===== config.mk =====
export PLATFORM = sky130hd
export DESIGN_NAME = snoop_dispatch_arbiter
export DESIGN_NICKNAME = d
export VERILOG_FILES = /design/src/rtl/snoop_dispatch_arbiter.sv
export SDC_FILE = /design/constraint.sdc
export NUM_CORES = 1
export LEC_CHECK = 0
export BUFFER_PORTS_ARGS = -buffer_cell sky130_fd_sc_hd__buf_2
export CORE_MARGIN = 4
export CORE_UTILIZATION = 36
export CTS_CLUSTER_DIAMETER = 50
export DETAILED_ROUTE_END_ITERATION = 10
export GPL_ROUTABILITY_DRIVEN = 0
export GPL_TIMING_DRIVEN = 0
export PLACE_DENSITY = 0.86
export SETUP_SLACK_MARGIN = 0.4
export SLEW_MARGIN = 20
export SYNTH_ARGS = -nofsm -noshare
export SYNTH_HDL_FRONTEND = slang
export SYNTH_SLANG_ARGS = --single-unit
export TNS_END_PERCENT = 5

===== constraint.sdc =====
create_clock -name clk -period 1.9 [get_ports clk]
set_clock_uncertainty 0.2 [all_clocks]
set_input_delay 0.285 -clock clk [delete_from_list [all_inputs] [get_ports clk]]
set_output_delay 0.285 -clock clk [all_outputs]
set_load 0.05 [all_outputs]

===== src/rtl/snoop_dispatch_arbiter.sv =====
// snoop_dispatch_arbiter
// Shares one packet snooper between N_CORES packetfilter cores. A free core
// is granted in round-robin order. The snooper's write and done strobes are
// then steered to that core only. Packets that arrive while no core is
// granted are dropped and counted.
module snoop_dispatch_arbiter #(
   parameter int N_CORES            = 4,
   parameter int PACKMEM_ADDR_WIDTH = 8,
   parameter int PACKMEM_DATA_WIDTH = 64,
   parameter int INC_WIDTH          = 4,
   parameter int DROP_CNT_WIDTH     = 16,
   parameter int SEL_WIDTH          = 2
) (
   input  logic                          clk,
   input  logic                          rst,
   input  logic [PACKMEM_ADDR_WIDTH-1:0] sn_addr,
   input  logic [PACKMEM_DATA_WIDTH-1:0] sn_wr_data,
   input  logic                          sn_wr_en,
   input  logic [INC_WIDTH-1:0]          sn_byte_inc,
   input  logic                          sn_done,
   output logic                          sn_rdy,
   output logic [PACKMEM_ADDR_WIDTH-1:0] core_sn_addr,
   output logic [PACKMEM_DATA_WIDTH-1:0] core_sn_wr_data,
   output logic [INC_WIDTH-1:0]          core_sn_byte_inc,
   output logic [N_CORES-1:0]            core_sn_wr_en,
   output logic [N_CORES-1:0]            core_sn_done,
   input  logic [N_CORES-1:0]            core_rdy_for_sn,
   output logic [N_CORES-1:0]            core_rdy_for_sn_ack,
   output logic [SEL_WIDTH-1:0]          sel,
   output logic [DROP_CNT_WIDTH-1:0]     drop_cnt
);

   typedef enum logic {IDLE = 1'b0, ACTIVE = 1'b1} state_t;

   localparam logic [SEL_WIDTH-1:0] LAST_IDX = SEL_WIDTH'(N_CORES - 1);

   state_t                state;
   state_t                state_next;
   logic [SEL_WIDTH-1:0]  ptr;
   logic [SEL_WIDTH-1:0]  pick;
   logic [SEL_WIDTH-1:0]  idx;
   logic                  pick_vld;

   // Next core index, wrapping at N_CORES (which need not be a power of two)
   function automatic logic [SEL_WIDTH-1:0] next_idx(input logic [SEL_WIDTH-1:0] i);
      return (i == LAST_IDX) ? '0 : i + SEL_WIDTH'(1);
   endfunction

   // Increment that sticks at all-ones instead of wrapping
   function automatic logic [DROP_CNT_WIDTH-1:0] sat_inc(input logic [DROP_CNT_WIDTH-1:0] c);
      return (&c) ? c : c + DROP_CNT_WIDTH'(1);
   endfunction

   function automatic logic [N_CORES-1:0] onehot(input logic [SEL_WIDTH-1:0] i);
      return N_CORES'(1) << i;
   endfunction

   // Broadcast buses go to every core; only the strobes carry the selection
   assign core_sn_addr     = sn_addr;
   assign core_sn_wr_data  = sn_wr_data;
   assign core_sn_byte_inc = sn_byte_inc;

   // Round-robin search: first ready core at or after ptr, modulo N_CORES
   always_comb begin
      pick     = ptr;
      pick_vld = 1'b0;
      idx      = ptr;
      for (int i = 0; i < N_CORES; i++) begin
         idx = SEL_WIDTH'((int'(ptr) + i) % N_CORES);
         if (!pick_vld && core_rdy_for_sn[idx]) begin
            pick_vld = 1'b1;
            pick     = idx;
         end
      end
   end

   // FSM state register
   always_ff @(posedge clk or negedge rst) begin
      if (!rst) state <= IDLE;
      else      state <= state_next;
   end

   // FSM next state: grant when any core is ready, release on packet end
   always_comb begin
      state_next = state;
      case (state)
         IDLE:    if (pick_vld) state_next = ACTIVE;
         ACTIVE:  if (sn_done)  state_next = IDLE;
         default: state_next = IDLE;
      endcase
   end

   // FSM outputs: ready flag and strobes gated to the granted core
   always_comb begin
      sn_rdy        = 1'b0;
      core_sn_wr_en = '0;
      core_sn_done  = '0;
      if (state == ACTIVE) begin
         sn_rdy = 1'b1;
         if (sn_wr_en) core_sn_wr_en = onehot(sel);
         if (sn_done)  core_sn_done  = onehot(sel);
      end
   end

   // Grant bookkeeping: selected core, one-cycle ack, round-robin pointer
   always_ff @(posedge clk or negedge rst) begin
      if (!rst) begin
         sel                 <= '0;
         ptr                 <= '0;
         core_rdy_for_sn_ack <= '0;
      end else begin
         core_rdy_for_sn_ack <= '0;
         if (state == IDLE && pick_vld) begin
            sel                 <= pick;
            core_rdy_for_sn_ack <= onehot(pick);
         end
         if (state == ACTIVE && sn_done) ptr <= next_idx(sel);
      end
   end

   // Count packets whose end arrives with no core granted
   always_ff @(posedge clk or negedge rst) begin
      if (!rst)                          drop_cnt <= '0;
      else if (state == IDLE && sn_done) drop_cnt <= sat_inc(drop_cnt);
   end

endmodule


* After elaboration in Yosys (flattened, before gate mapping)
Index checks and enable logic that the tools add are counted.
** Storage, ports and cells
- Register bits :: 25
- Input port bits :: 84
- Output and inout port bits :: 107
- Logic and storage cells :: 55
** Operators by class
- Add/sub/neg operators :: 5
- $lt $le $gt $ge :: 4
- Equality and inequality tests :: 1
- Shift operators :: 2
- Multiplexer cells :: 25
- Bitwise operators :: 2
- Reductions and logical operators :: 11
** Operators by type and width (count)
- 4-bit two-way mux :: 5
- 16-bit by 1-bit adder with 16-bit output (second input constant) :: 1
- 16-bit AND reduction :: 1
- 2-bit by 3-bit less-than comparator with 1-bit output (second input constant) :: 4
- 1-bit two-way mux :: 11
- 1-bit binary-select mux with 2-bit select :: 4
- 2-bit two-way mux :: 4
- 1-bit by 2-bit left shift with 4-bit output (first input constant) :: 2
- 1-bit logical AND :: 6
- 2-bit by 1-bit adder with 2-bit output (second input constant) :: 2
- 2-bit adder (second input constant) :: 2
- 1-bit zero test :: 3
- 2-bit == test (second input constant) :: 1
- 1-bit inverter :: 2
- 1-bit one-hot mux with 2 select lines :: 1
- 2-bit AND reduction :: 1

* Longest topological paths before layout
- Depth in word-level cells :: 14
- Mapped depth :: 5

* Worst setup path before layout
Ideal clock, no wire load.
- Path type :: reg2reg
- Start :: register drop_cnt[0]
- End :: register drop_cnt[12]
- Arrival time :: 1687 ps
- Required time :: 1556 ps
- Setup slack :: -131 ps
- Stages on the path, launching flop included :: 6
- Clock period less this slack :: 2031 ps
- Cell sequence :: dfrtp_1 -> ha_1 -> and4_1 -> and4_1 -> nand4_1 -> xnor2_1
** On the way
- Word-level cells in the longest chain between the ends :: 3
- Elaborated cells between the ends (all ways) :: 4
- Classes of those cells :: 1 x add/sub; 1 x bitwise; 2 x reduce/logical
** Ends and longest elaborated chain
- from (decl) :: line 30 : output logic [DROP_CNT_WIDTH-1:0] drop_cnt
- from (signal assigned) :: line 124 : else if (state == IDLE && sn_done) drop_cnt <= sat_inc(drop_cnt);
- parallel branches: the longest is 3 deep, another holds 16-bit by 1-bit adder with 16-bit output
Several ways; the timed one is not identified.
A chain may end at the register's enable or synchronous reset.

* Final worst setup path
- Start :: register drop_cnt[0]
- End :: register drop_cnt[1]
Same word-level chain as after synthesis.

==> key figures <==
Run status
  • Status: complete, no violations

GRT
  • First-pass GRT wire length: 7.08 mm
  • Pin count of the biggest net entering global routing: 26
  • Total GRT Usage: between 10 and 15%
  • Initial antenna violation count: 0
  • Total gr overflow: 0
  • Vias in the first global route: 1649

Synthesis
  • Yosys top cell area share: around a third
  • Post-synth ARST share: 100%
  • Yosys top cell by area: dfrtp_1
  • Dominant synthesized flop cell: dfrtp_1
  • Synth top area cells: dfrtp_1 (33%), buf_4 (30%), and3_1 (3.3%)
  • Area of the mapped netlist: 1920 sq um
  • Most numerous cell in the Yosys netlist: buf_4
  • Synthesized Nets: 293
  • Synth warn: 0
  • Number of synthesized flops with an enable pin: 0
  • Syn avg cell area: 9.39 sq um
  • Synth Register Bits: 25
  • Synth cell count leaders: buf_4 (76), dfrtp_1 (25), and3_1 (10)
  • Post-Synthesis Cells: 204
  • Yosys cell types: 36
  • Seq/Total Area, Yosys: 32.7%

Clock tree
  • Reg clk slew, reported paths: 0.09 ns
  • Num CTS Buffers: 3
  • Root buffer cell: clkbuf_8
  • Max Buffers Root-to-Sink: 2
  • CTS sink count: 25
  • CTS tree: built
  • Clock latency on the worst-skew pair: 0.27 ns
  • H-Tree Depth: 1

STA
  • Period utilisation layout: 96.1%
  • Worst setup margin: between 0.07 and 0.08 ns
  • Setup TNS: 0 ns
  • Slew headroom: 62.9%
  • Final hold violation count: 0
  • Slew @ Worst Pin: 0.556 ns
  • Highest clock rate: 0.548 GHz
  • Max-slew violations: 0
  • RSZ-0062 raised after global routing: yes
  • Final min period: 1.83 ns
  • Final-report setup violation count: 0

Placed design
  • Post-placement cell area: about 2600 sq um
  • DP Wirelength: between 3 and 4 mm
  • # placed instances: 388
  • Place WS: 0.0542 ns
  • PortBufs: 114

Power and ir drop
  • Combinational share of power: 57.8%
  • Sequential share of power: 30.5%
  • PwrDens: 942 nW/um^2
  • Clk pwr share: 11.7%
  • VDD IR max: slightly below 0.0006 V
  • P_sw: 0.00135 W
  • Switch share: 50.6%
  • Int Pwr: 0.00131 W
  • Static leakage: 1.53 nW
  • Pwr Total: 0.00266 W

Floorplan
  • Top Ports: 191
  • Core box area: 5140 sq um
  • FP Rows: 26
  • Initial Utilization: 37.3%
  • Die area: ~6600 sq um
  • Die height: 80.9 microns
  • Die W: 80.9 microns

Routing
  • Vias: approximately 1800
  • WL per Instance: 12.4 microns
  • Routed WL: 4.90 mm
  • Pre-antenna DRT Iters: 4
  • Drt initial violations: between 100 and 150
  • DRC: 0
  • Detail Route Antenna Nets: 0
  • Vias per cell: 4.56

Flow run
  • Max Cap Viol: 0

Critical path
  • Data required, critical path: between 1.5 and 2 ns
  • Critical Path AT: 1.79 ns
  • CP Class: reg -> reg
  • Critical Path End Type: flop
  • Startpoint types: flop
  • Crit Path Max Fanout: 4

Layout
  • Fin area: 2820 sq um
  • Ratio of cells with drive above 1 in the final layout: 73.5%
  • Fill cells: approximately 470
  • Nets: 415
  • Post-route insts no fill: 395
  • Number of antenna diodes: 0
  • Area Growth Syn to Fin: 47.4%

Hold path
  • Type of the tightest min-delay check: in -> reg
## placed cells by master (no fill, tap or decap), types with 3 or more instances in the layout
cell / Yosys / final
dfrtp_2: 0 / 17
and4_1: 5 / 4
nand2_1: 9 / 9
and3_4: 0 / 4
xor2_1: 5 / 5
dfrtp_1: 25 / 8
xnor2_1: 6 / 6
o31ai_1: 3 / 3
nor2b_1: 7 / 6
buf_6: 0 / 3
nand4_1: 7 / 7
clkbuf_8: 0 / 3
and3_2: 0 / 4
buf_8: 0 / 5
buf_2: 0 / 106
nand3_1: 4 / 4
and2_1: 3 / 3
ha_4: 0 / 4
a21oi_1: 4 / 4
buf_4: 76 / 78
nor2_1: 7 / 7
## state kept, by name (all words and copies together) (netlist names)
register,flops
core_rdy_for_sn_ack,4
drop_cnt,16
ptr,2
sel,2
state,1
## final cells by class
type	count	area [sq um]	area share (%)
inverter	3	16.3	0.576
clock inverter	1	5.00	0.177
multi-input combinational	98	782	27.7
tap	70	87.6	3.10
clock buffer	3	41.3	1.46
buffer	78	581	20.6
timing repair buffer	117	664	23.5
sequential	25	647	22.9
## path summary, 6_finish.rpt
| kind | from | to | slack [ns] | cells after the start |
|---|---|---|---|---|
| setup / recovery | drop_cnt[0] | drop_cnt[1] | 0.07 | 5 |
| hold / removal | sn_done | state | 0.1 | 2 |
| setup reg to reg | drop_cnt[0] | drop_cnt[1] | 0.07 | 5 |
| hold reg to reg | drop_cnt[0] | drop_cnt[0] | 0.30 | 1 |
| max in group asynchronous | rst | sel[0] | 0.75 | 2 |
| min in group asynchronous | rst | drop_cnt[15] | 0.34 | 2 |
## worst max-delay path, stage by stage, from the launching register on
cell	delay, ns
dfrtp_2	0.40
ha_2	0.22
nand3_1	0.13
nor4_4	0.36
nor2b_2	0.11
mux2_4	0.30
## routing by layer
metal	part of all wire, %	global-route usage, %	up-vias
met2	53	24.7	112
met4	1.0	4.22	0
li1	-	-	865
met1	36	15.3	822
met5	0	0	-
met3	11	3.55	4
## cells by family (layout without fill, tap and decap cells)
family / count (synthesis) / in the layout / synth area share, %
AO/OA/AOI/OAI: 17 / 17 / 5.94
buffers and inverters: 81 / 202 / 30.8
AND/OR/NAND/NOR: 61 / 61 / 19.9
XOR/XNOR: 11 / 11 / 5.03
multiplexers: 4 / 4 / 2.48
flip-flops: 25 / 25 / 32.7
adder cells (fa/ha/maj): 5 / 5 / 3.27
## what timing repair did
action,CTS,global route
setup endpoints to repair,29,37
gates resized for setup,40,3
hold buffers,1,0
pin swaps,2,1
hold endpoints to repair,25,0
setup buffers,0,2
## metrics by stage
stage	util [%]	hold WS (ns)
floorplan	-	-0.211
global placement	50.7	0.103
detailed placement	50.7	0.111
CTS	54.5	0.0960
global route	54.9	0.111
finish	54.9	0.0980
## power groups by stage
stage / logic (W) / clock network [W] / registers (W)
2_1_floorplan: 0.000803 / 0 / 0.00106
3_3_place_gp: 0.00137 / 0 / 0.000777
3_5_place_dp: 0.00139 / 0 / 0.000784
4_1_cts: 0.00153 / 0.000322 / 0.000808
5_1_grt: 0.00162 / 0.000354 / 0.000831
6_report: 0.00154 / 0.000310 / 0.000812
Note: power is estimated with default switching activity, not from simulation.
